$ cat src/rtl/mem_stage_if.sv
// Bundle of execute-side, data-memory and writeback signals around the memory stage.
// slave is the stage itself; master is everything around it (execute, memory, writeback).
interface mem_stage_if;
  logic        in_valid;
  logic        in_ready;
  logic [5:0]  alu_op;
  logic [31:0] alu_result;
  logic [31:0] store_data;
  logic [4:0]  rd_addr;
  logic        flush;
  logic        dmem_req;
  logic        dmem_we;
  logic [31:0] dmem_addr;
  logic [31:0] dmem_wdata;
  logic        dmem_ack;
  logic [31:0] dmem_rdata;
  logic        wb_valid;
  logic        wb_we;
  logic [4:0]  wb_rd;
  logic [31:0] wb_data;
  logic [1:0]  mem_err;

  modport master (
    output in_valid, alu_op, alu_result, store_data, rd_addr, flush, dmem_ack, dmem_rdata,
    input  in_ready, dmem_req, dmem_we, dmem_addr, dmem_wdata,
    input  wb_valid, wb_we, wb_rd, wb_data, mem_err
  );

  modport slave (
    input  in_valid, alu_op, alu_result, store_data, rd_addr, flush, dmem_ack, dmem_rdata,
    output in_ready, dmem_req, dmem_we, dmem_addr, dmem_wdata,
    output wb_valid, wb_we, wb_rd, wb_data, mem_err
  );
endinterface

$ cat src/rtl/mem_stage.sv
// Pipeline memory stage: passes ALU results through in one cycle, performs aligned LW/SW
// with a bounded-wait data-memory handshake, and reports misalignment or timeout on writeback.
module mem_stage #(
  parameter int TIMEOUT = 64
) (
  input  logic        clk,
  input  logic        rst_n,
  mem_stage_if.slave  bus
);
  localparam logic [5:0] OP_LW    = 6'b001000;
  localparam logic [5:0] OP_SW    = 6'b001010;
  localparam logic [7:0] CNT_LAST = 8'(TIMEOUT - 1);

  typedef enum logic {IDLE, ACCESS} state_t;

  state_t      state_reg;
  logic [7:0]  cnt_reg;
  logic        squash_reg;
  logic        is_load_reg;
  logic [4:0]  rd_reg;
  logic        dmem_req_reg;
  logic        dmem_we_reg;
  logic [31:0] dmem_addr_reg;
  logic [31:0] dmem_wdata_reg;
  logic        wb_valid_reg;
  logic        wb_we_reg;
  logic [4:0]  wb_rd_reg;
  logic [31:0] wb_data_reg;
  logic [1:0]  mem_err_reg;

  logic accept;
  logic is_mem;
  logic is_store;
  logic misaligned;
  logic acked;
  logic done;
  logic squashed;

  assign bus.in_ready   = (state_reg == IDLE) & rst_n;
  assign accept         = bus.in_valid & bus.in_ready & ~bus.flush;
  assign is_store       = (bus.alu_op == OP_SW);
  assign is_mem         = (bus.alu_op == OP_LW) | is_store;
  assign misaligned     = (bus.alu_result[1:0] != 2'b00);
  // ack is only meaningful while a request is outstanding
  assign acked          = dmem_req_reg & bus.dmem_ack;
  assign done           = acked | (cnt_reg == CNT_LAST);
  // a flush arriving on the completion cycle squashes that completion too
  assign squashed       = squash_reg | bus.flush;

  assign bus.dmem_req   = dmem_req_reg;
  assign bus.dmem_we    = dmem_we_reg;
  assign bus.dmem_addr  = dmem_addr_reg;
  assign bus.dmem_wdata = dmem_wdata_reg;
  assign bus.wb_valid   = wb_valid_reg;
  assign bus.wb_we      = wb_we_reg;
  assign bus.wb_rd      = wb_rd_reg;
  assign bus.wb_data    = wb_data_reg;
  assign bus.mem_err    = mem_err_reg;

  always_ff @(posedge clk or negedge rst_n) begin
    if (!rst_n) begin
      state_reg      <= IDLE;
      cnt_reg        <= 8'd0;
      squash_reg     <= 1'b0;
      is_load_reg    <= 1'b0;
      rd_reg         <= 5'd0;
      dmem_req_reg   <= 1'b0;
      dmem_we_reg    <= 1'b0;
      dmem_addr_reg  <= 32'd0;
      dmem_wdata_reg <= 32'd0;
      wb_valid_reg   <= 1'b0;
      wb_we_reg      <= 1'b0;
      wb_rd_reg      <= 5'd0;
      wb_data_reg    <= 32'd0;
      mem_err_reg    <= 2'b00;
    end else begin
      wb_valid_reg <= 1'b0;
      wb_we_reg    <= 1'b0;
      wb_rd_reg    <= 5'd0;
      wb_data_reg  <= 32'd0;
      mem_err_reg  <= 2'b00;
      case (state_reg)
        IDLE: begin
          if (accept) begin
            if (!is_mem) begin
              wb_valid_reg <= 1'b1;
              wb_we_reg    <= (bus.rd_addr != 5'd0);
              wb_rd_reg    <= bus.rd_addr;
              wb_data_reg  <= bus.alu_result;
            end else if (misaligned) begin
              wb_valid_reg <= 1'b1;
              wb_rd_reg    <= bus.rd_addr;
              mem_err_reg  <= 2'b01;
            end else begin
              state_reg      <= ACCESS;
              cnt_reg        <= 8'd0;
              squash_reg     <= 1'b0;
              is_load_reg    <= ~is_store;
              rd_reg         <= bus.rd_addr;
              dmem_req_reg   <= 1'b1;
              dmem_we_reg    <= is_store;
              dmem_addr_reg  <= bus.alu_result;
              dmem_wdata_reg <= is_store ? bus.store_data : 32'd0;
            end
          end
        end
        ACCESS: begin
          if (done) begin
            state_reg      <= IDLE;
            cnt_reg        <= 8'd0;
            squash_reg     <= 1'b0;
            dmem_req_reg   <= 1'b0;
            dmem_we_reg    <= 1'b0;
            dmem_addr_reg  <= 32'd0;
            dmem_wdata_reg <= 32'd0;
            if (!squashed) begin
              wb_valid_reg <= 1'b1;
              wb_rd_reg    <= rd_reg;
              if (acked) begin
                if (is_load_reg) begin
                  wb_we_reg   <= (rd_reg != 5'd0);
                  wb_data_reg <= bus.dmem_rdata;
                end
              end else begin
                mem_err_reg <= 2'b10;
              end
            end
          end else begin
            cnt_reg    <= cnt_reg + 8'd1;
            squash_reg <= squashed;
          end
        end
        default: state_reg <= IDLE;
      endcase
    end
  end
endmodule

$ cat src/flat_wrapper.sv
// flat-port wrapper written by rule: the top's interface ports become plain ports
module mem_stage_flat 
#(
  parameter int TIMEOUT = 64
)
  (clk, rst_n, bus_in_valid, bus_alu_op, bus_alu_result, bus_store_data, bus_rd_addr, bus_flush, bus_dmem_ack, bus_dmem_rdata, bus_in_ready, bus_dmem_req, bus_dmem_we, bus_dmem_addr, bus_dmem_wdata, bus_wb_valid, bus_wb_we, bus_wb_rd, bus_wb_data, bus_mem_err);
  mem_stage_if bus_i ();
  input  logic clk;
  input  logic rst_n;
  input wire logic [$bits(bus_i.in_valid)-1:0] bus_in_valid;
  input wire logic [$bits(bus_i.alu_op)-1:0] bus_alu_op;
  input wire logic [$bits(bus_i.alu_result)-1:0] bus_alu_result;
  input wire logic [$bits(bus_i.store_data)-1:0] bus_store_data;
  input wire logic [$bits(bus_i.rd_addr)-1:0] bus_rd_addr;
  input wire logic [$bits(bus_i.flush)-1:0] bus_flush;
  input wire logic [$bits(bus_i.dmem_ack)-1:0] bus_dmem_ack;
  input wire logic [$bits(bus_i.dmem_rdata)-1:0] bus_dmem_rdata;
  output wire logic [$bits(bus_i.in_ready)-1:0] bus_in_ready;
  output wire logic [$bits(bus_i.dmem_req)-1:0] bus_dmem_req;
  output wire logic [$bits(bus_i.dmem_we)-1:0] bus_dmem_we;
  output wire logic [$bits(bus_i.dmem_addr)-1:0] bus_dmem_addr;
  output wire logic [$bits(bus_i.dmem_wdata)-1:0] bus_dmem_wdata;
  output wire logic [$bits(bus_i.wb_valid)-1:0] bus_wb_valid;
  output wire logic [$bits(bus_i.wb_we)-1:0] bus_wb_we;
  output wire logic [$bits(bus_i.wb_rd)-1:0] bus_wb_rd;
  output wire logic [$bits(bus_i.wb_data)-1:0] bus_wb_data;
  output wire logic [$bits(bus_i.mem_err)-1:0] bus_mem_err;
  assign bus_i.in_valid = bus_in_valid;
  assign bus_i.alu_op = bus_alu_op;
  assign bus_i.alu_result = bus_alu_result;
  assign bus_i.store_data = bus_store_data;
  assign bus_i.rd_addr = bus_rd_addr;
  assign bus_i.flush = bus_flush;
  assign bus_i.dmem_ack = bus_dmem_ack;
  assign bus_i.dmem_rdata = bus_dmem_rdata;
  assign bus_in_ready = bus_i.in_ready;
  assign bus_dmem_req = bus_i.dmem_req;
  assign bus_dmem_we = bus_i.dmem_we;
  assign bus_dmem_addr = bus_i.dmem_addr;
  assign bus_dmem_wdata = bus_i.dmem_wdata;
  assign bus_wb_valid = bus_i.wb_valid;
  assign bus_wb_we = bus_i.wb_we;
  assign bus_wb_rd = bus_i.wb_rd;
  assign bus_wb_data = bus_i.wb_data;
  assign bus_mem_err = bus_i.mem_err;
  mem_stage #(.TIMEOUT(TIMEOUT)) u_core (.clk(clk), .rst_n(rst_n), .bus(bus_i));
endmodule
$ cat config.mk
export PLATFORM = sky130hd
export DESIGN_NAME = mem_stage_flat
export DESIGN_NICKNAME = d
export VERILOG_FILES = /design/src/rtl/mem_stage_if.sv /design/src/rtl/mem_stage.sv /design/src/flat_wrapper.sv
export SDC_FILE = /design/constraint.sdc
export NUM_CORES = 1
export LEC_CHECK = 0
export ABC_AREA = 1
export ABC_CLOCK_PERIOD_IN_PS = 1650
export CAP_MARGIN = 5
export CORE_ASPECT_RATIO = 1.4
export CORE_MARGIN = 4
export CORE_UTILIZATION = 44
export DETAILED_ROUTE_END_ITERATION = 10
export PLACE_DENSITY = 0.91
export SETUP_SLACK_MARGIN = 0.3
export SYNTH_ARGS = -nofsm -noshare
export SYNTH_HDL_FRONTEND = slang
export SYNTH_SLANG_ARGS = --single-unit
export TNS_END_PERCENT = 50
$ cat constraint.sdc
create_clock -name clk -period 1.65 [get_ports clk]
set_input_delay 0.165 -clock clk [delete_from_list [all_inputs] [get_ports clk]]
set_output_delay 0.165 -clock clk [all_outputs]
set_load 0.05 [all_outputs]
== Word-level counts from Yosys, hierarchy flattened ==
Cells that the tools add are included.
Operators by class
  shifts and indexed selects: 0
  $mul: 0
  bitwise logic cells: 11
  divide/modulo/power cells: 0
  reduce and logical (&&, ||, !) cells: 6
  equality and inequality tests: 7
  add/subtract/negate cells: 1
  muxes and demuxes: 67
  magnitude comparators: 0
Operators with widths (number)
  $mux W32: 14
  $pmux W32 S2: 3
  $mux W8: 4
  $mux W1: 27
  $mux W5: 5
  $pmux W8 S2: 1
  $eq A6 B4 Y1 const B: 2
  $pmux W1 S2: 6
  $mux W2: 5
  $pmux W5 S2: 1
  $reduce_bool A5 Y1: 2
  $add A8 B1 Y8 const B: 1
  $eq A8 B6 Y1 const B: 1
  $reduce_and A4 Y1: 2
  $and A1 B1 Y1: 4
  $ne A2 B1 Y1 const B: 2
  $ne A2 B2 Y1 const B: 2
  $not A1 Y1: 4
  $pmux W2 S2: 1
  $or A1 B1 Y1: 3
  $reduce_and A3 Y1: 1
  $reduce_bool A2 Y1: 1
Storage, ports and cells
  latch bits: 0
  memories kept: 0
  RAM bits: 0
  memory bits (read-only): 0
  register bits after elaboration: 123
  logic and storage cells: 106

== Longest topological paths before layout ==
  word-level depth: 6
  mapped depth: 10
  gate-level depth less buffers: 9

== Worst setup path before layout ==
No wires, ideal clock.
  path kind: register -> register
  start point: register u_core.dmem_req_reg, in the netlist u_core.bus.dmem_req
  end point: register u_core.dmem_req_reg, in the netlist u_core.bus.dmem_req
  stages on the path, launching flop included: 8
  data required time: 1.530 ns
  setup slack: 0.033 ns
  arrival: 1.497 ns
  cells stage by stage: dfrtp_1 nand2_1 nand2_4 nand2_2 buf_6 buf_6 nand3_2 nand2_1
Between the ends
  cells in the longest elaborated chain, start to end: 4
RTL lines
  start, declared: line mem_stage.sv:21  | logic dmem_req_reg;
  start signal, assigned: line mem_stage.sv:67  | dmem_req_reg <= 1'b0;
  start signal, assigned: line mem_stage.sv:100  | dmem_req_reg <= 1'b1;
  start signal, assigned: line mem_stage.sv:112  | dmem_req_reg <= 1'b0;
  $and A1 B1 Y1: line mem_stage.sv:45  | assign acked = dmem_req_reg & bus.dmem_ack;
  $or A1 B1 Y1: line mem_stage.sv:46  | assign done = acked | (cnt_reg == CNT_LAST);
  $ne A2 B2 Y1 (no line)
  $reduce_and A4 Y1 (no line)
Every way passes these cells.
A chain may end at the register's enable or synchronous reset.

== Worst setup path in the final report ==
  start point: register u_core.cnt_reg[0]
  end point: register u_core.dmem_wdata_reg[1], in the netlist u_core.bus.dmem_wdata[1]
Between the ends
  cells in the longest elaborated chain, start to end: 4
RTL lines
  start, declared: line mem_stage.sv:17  | logic [7:0] cnt_reg;
  start signal, assigned: line mem_stage.sv:129  | cnt_reg <= cnt_reg + 8'd1;
  $eq A8 B6 Y1: line mem_stage.sv:46
  $or A1 B1 Y1: line mem_stage.sv:46
  $ne A2 B2 Y1 (no line)
  $reduce_and A4 Y1 (no line)
  end signal, assigned: line mem_stage.sv:103  | dmem_wdata_reg <= is_store ? bus.store_data : 32'd0;
  end, declared: line mem_stage.sv:24  | logic [31:0] dmem_wdata_reg;
Every way passes these cells.

==> metrics.txt <==
TritonCTS clock tree=built; CTS Sinks=123; CP cell instances=ha_4 > nand3_4 > inv_2 > nand2_2 > nand2_4 > nand2_8 > nand2_4 > buf_12 > nand2_1 > nand2_1; HPWL Detailed=11900 µm; Syn Inst Count=644; post-route minimum period=1.46 ns; Crit Path Class=reg -> reg; total gr overflow=0; post-synth cell types=28; RSZ-0062 raised after global routing=true; nets=1006; Post-synth EDFFs=0; Routability Congestion=0.851; tightest hold margin=-0.159 ns; fraction of registers with async set/reset=1.00; first-pass GRT wire length=25800 µm; top-area cell type share of the netlist area=0.556; period utilization=0.888; share of layout cells above drive strength 1=0.288; failing checks=negative hold slack; min-delay worst type=in -> async; Max-cap violations=0; Synth-to-Final Area Change=60.2%; WL/cell=17.2 µm; Critical-path top delay cell=dfrtp_1; DR vias/cell=5.12; worst path arrival time=1.76 ns; CP bufs+invs=2; net count after synthesis=757; Synth area leaders=dfrtp_1 56%, nand2_1 16%, nand3_1 7.2%, nand3_2 5.4%, inv_1 3.9%; Worst-path clk slew=0.06 ns; delay-heaviest family, CP=simple AND/OR/NAND/NOR gates; chip height=141 µm; DRT Pass-1 Iters=5; post-synth top area cell=dfrtp_1; Slew headroom=0.631; Starting Density=0.450; Critical Path End Type=flop; status=finished, violations left; worst slew pin tran=0.554 ns; syn_area_per_cell=8.60 µm²; initial antenna violation count=0; fin area=8870 µm²; CP startpoint kind=flop; width of the chip=103 µm; # rows=48; vias in the first global route=5200; Top Ports=220; Yosys reg bits=123; leak pwr=0.00481 µW; CP required=1.95 ns; PwrDens=900 nW/µm²; largest net degree at the start of global routing=86; Total Wirelength=18100 µm; sequential-to-total area share from yosys stat=0.556; die area=14500 µm²; Area after DPL=7830 µm²; Worst-Skew Late Latency=0.41 ns; commonest cells in the netlist=235 x nand2_1, 123 x dfrtp_1, 80 x nand3_1; final setup TNS=0 ns; Setup Skew=0.00919 ns; Max VDD drop=0.664 mV; post-synthesis cell area=5540 µm²; Slew Limit Fails=0; Residual DRC=0; total track usage=0.231; Most used DFF post-synth=dfrtp_1; final hold vios=83; DRT antenna net count=0; Max FO, Critical Path=12; Clock Root Buffer=clkbuf_16; Ant. Diodes=0; Vias=5391; Yosys warnings=0; fillcell total=811; crit-path max cell delay=0.41 ns; Finish-stage setup viols=0; count of input and output buffers=219; count leader, synth=nand2_1; core region area=12300 µm²; fmax=683 MHz; H-tree Lvls=4; clock buffer count from CTS=17; deepest clock path buffer count=2; Iteration-0 DRC Markers=291
-- layout by cell type, fill, tap and decap left out, types with 2 or more instances in the layout --
cell,count
nor2_4,4
clkdlybuf4s50_1,110
o21ai_1,3
nor2_1,39
buf_12,10
nand2_4,13
nor3_1,4
nand4_1,7
inv_1,53
nand2_1,213
o21ai_0,6
dfrtp_1,121
clkbuf_1,3
nand3_1,77
inv_2,5
bufinv_16,3
buf_6,7
xor2_1,3
buf_4,112
clkbuf_16,21
clkdlybuf4s15_2,19
nand3_2,32
clkinvlp_4,3
dfrtp_2,2
nor2_2,2
clkbuf_8,3
nand2_2,15
-- logic make-up after synthesis --
logic type | synth area share
adder cells (fa/ha/maj) | 0.00226
buffers and inverters | 0.0795
flip-flops | 0.556
XOR/XNOR | 0.00633
AO/OA/AOI/OAI | 0.00903
AND/OR/NAND/NOR | 0.347
-- path summary, 6_finish.rpt --
check                      slack, ns                                    to  cells past startpoint                                start
hold reg to reg                 0.50   u_core.bus.dmem_addr[0]$_DFFE_PN0P_                      2  u_core.bus.dmem_addr[0]$_DFFE_PN0P_
max in group asynchronous       0.86          u_core.rd_reg[1]$_DFFE_PN0P_                      3                                rst_n
setup reg to reg                0.19  u_core.bus.dmem_wdata[1]$_DFFE_PN0P_                     10        u_core.cnt_reg[0]$_DFFE_PN0P_
hold / removal                 -0.16  u_core.bus.dmem_addr[15]$_DFFE_PN0P_                      2                                rst_n
min in group clk                0.12       u_core.bus.mem_err[0]$_DFF_PN0_                      3                                rst_n
setup / recovery                0.19  u_core.bus.dmem_wdata[1]$_DFFE_PN0P_                     10        u_core.cnt_reg[0]$_DFFE_PN0P_
-- power by group --
part,internal (µW),switching [µW],leakage (µW),total (µW)
combinational,491,544,0.00284,1030
clock,2470,1290,0.000281,3770
sequential,3110,73.4,0.00168,3180
-- per-layer routing --
| metal | vias up | global-route usage | wire length, µm |
|---|---|---|---|
| met4 | 0 | 0.117 | 798 |
| met1 | 2553 | 0.259 | 6390 |
| met5 | - | 0 | 0 |
| met3 | 62 | 0.0703 | 1390 |
| met2 | 264 | 0.391 | 9500 |
| li1 | 2512 | - | - |
-- metrics by stage --
step,util,cells,power [µW],setup WS [ns]
6_report,0.721,1053,7980,0.185
3_5_place_dp,0.636,1003,4130,-0.0688
4_1_cts,0.695,1040,7940,0.210
5_1_grt,0.721,1053,8240,0.0667
3_3_place_gp,0.636,1003,4110,-0.0321
2_1_floorplan,-,644,3600,0.227
-- timing repair --
| item | CTS | global route |
|---|---|---|
| setup buffers | 8 | 7 |
| setup endpoints to repair | 98 | 112 |
| resized for setup | 71 | 42 |
| pin swaps | 2 | 13 |
| hold endpoints to repair | 83 | 83 |
| cloned | 0 | 6 |
-- final cells by class --
cell class	count	area, µm²	area share
inverters	59	225	0.0254
flip-flops and latches	123	3080	0.347
clock buffers	23	478	0.0539
clock inverters	6	114	0.0128
multi-input cells	427	2220	0.250
well taps	150	188	0.0212
repair buffers	265	2560	0.289
No activity file was read; power rests on OpenSTA's default activity.
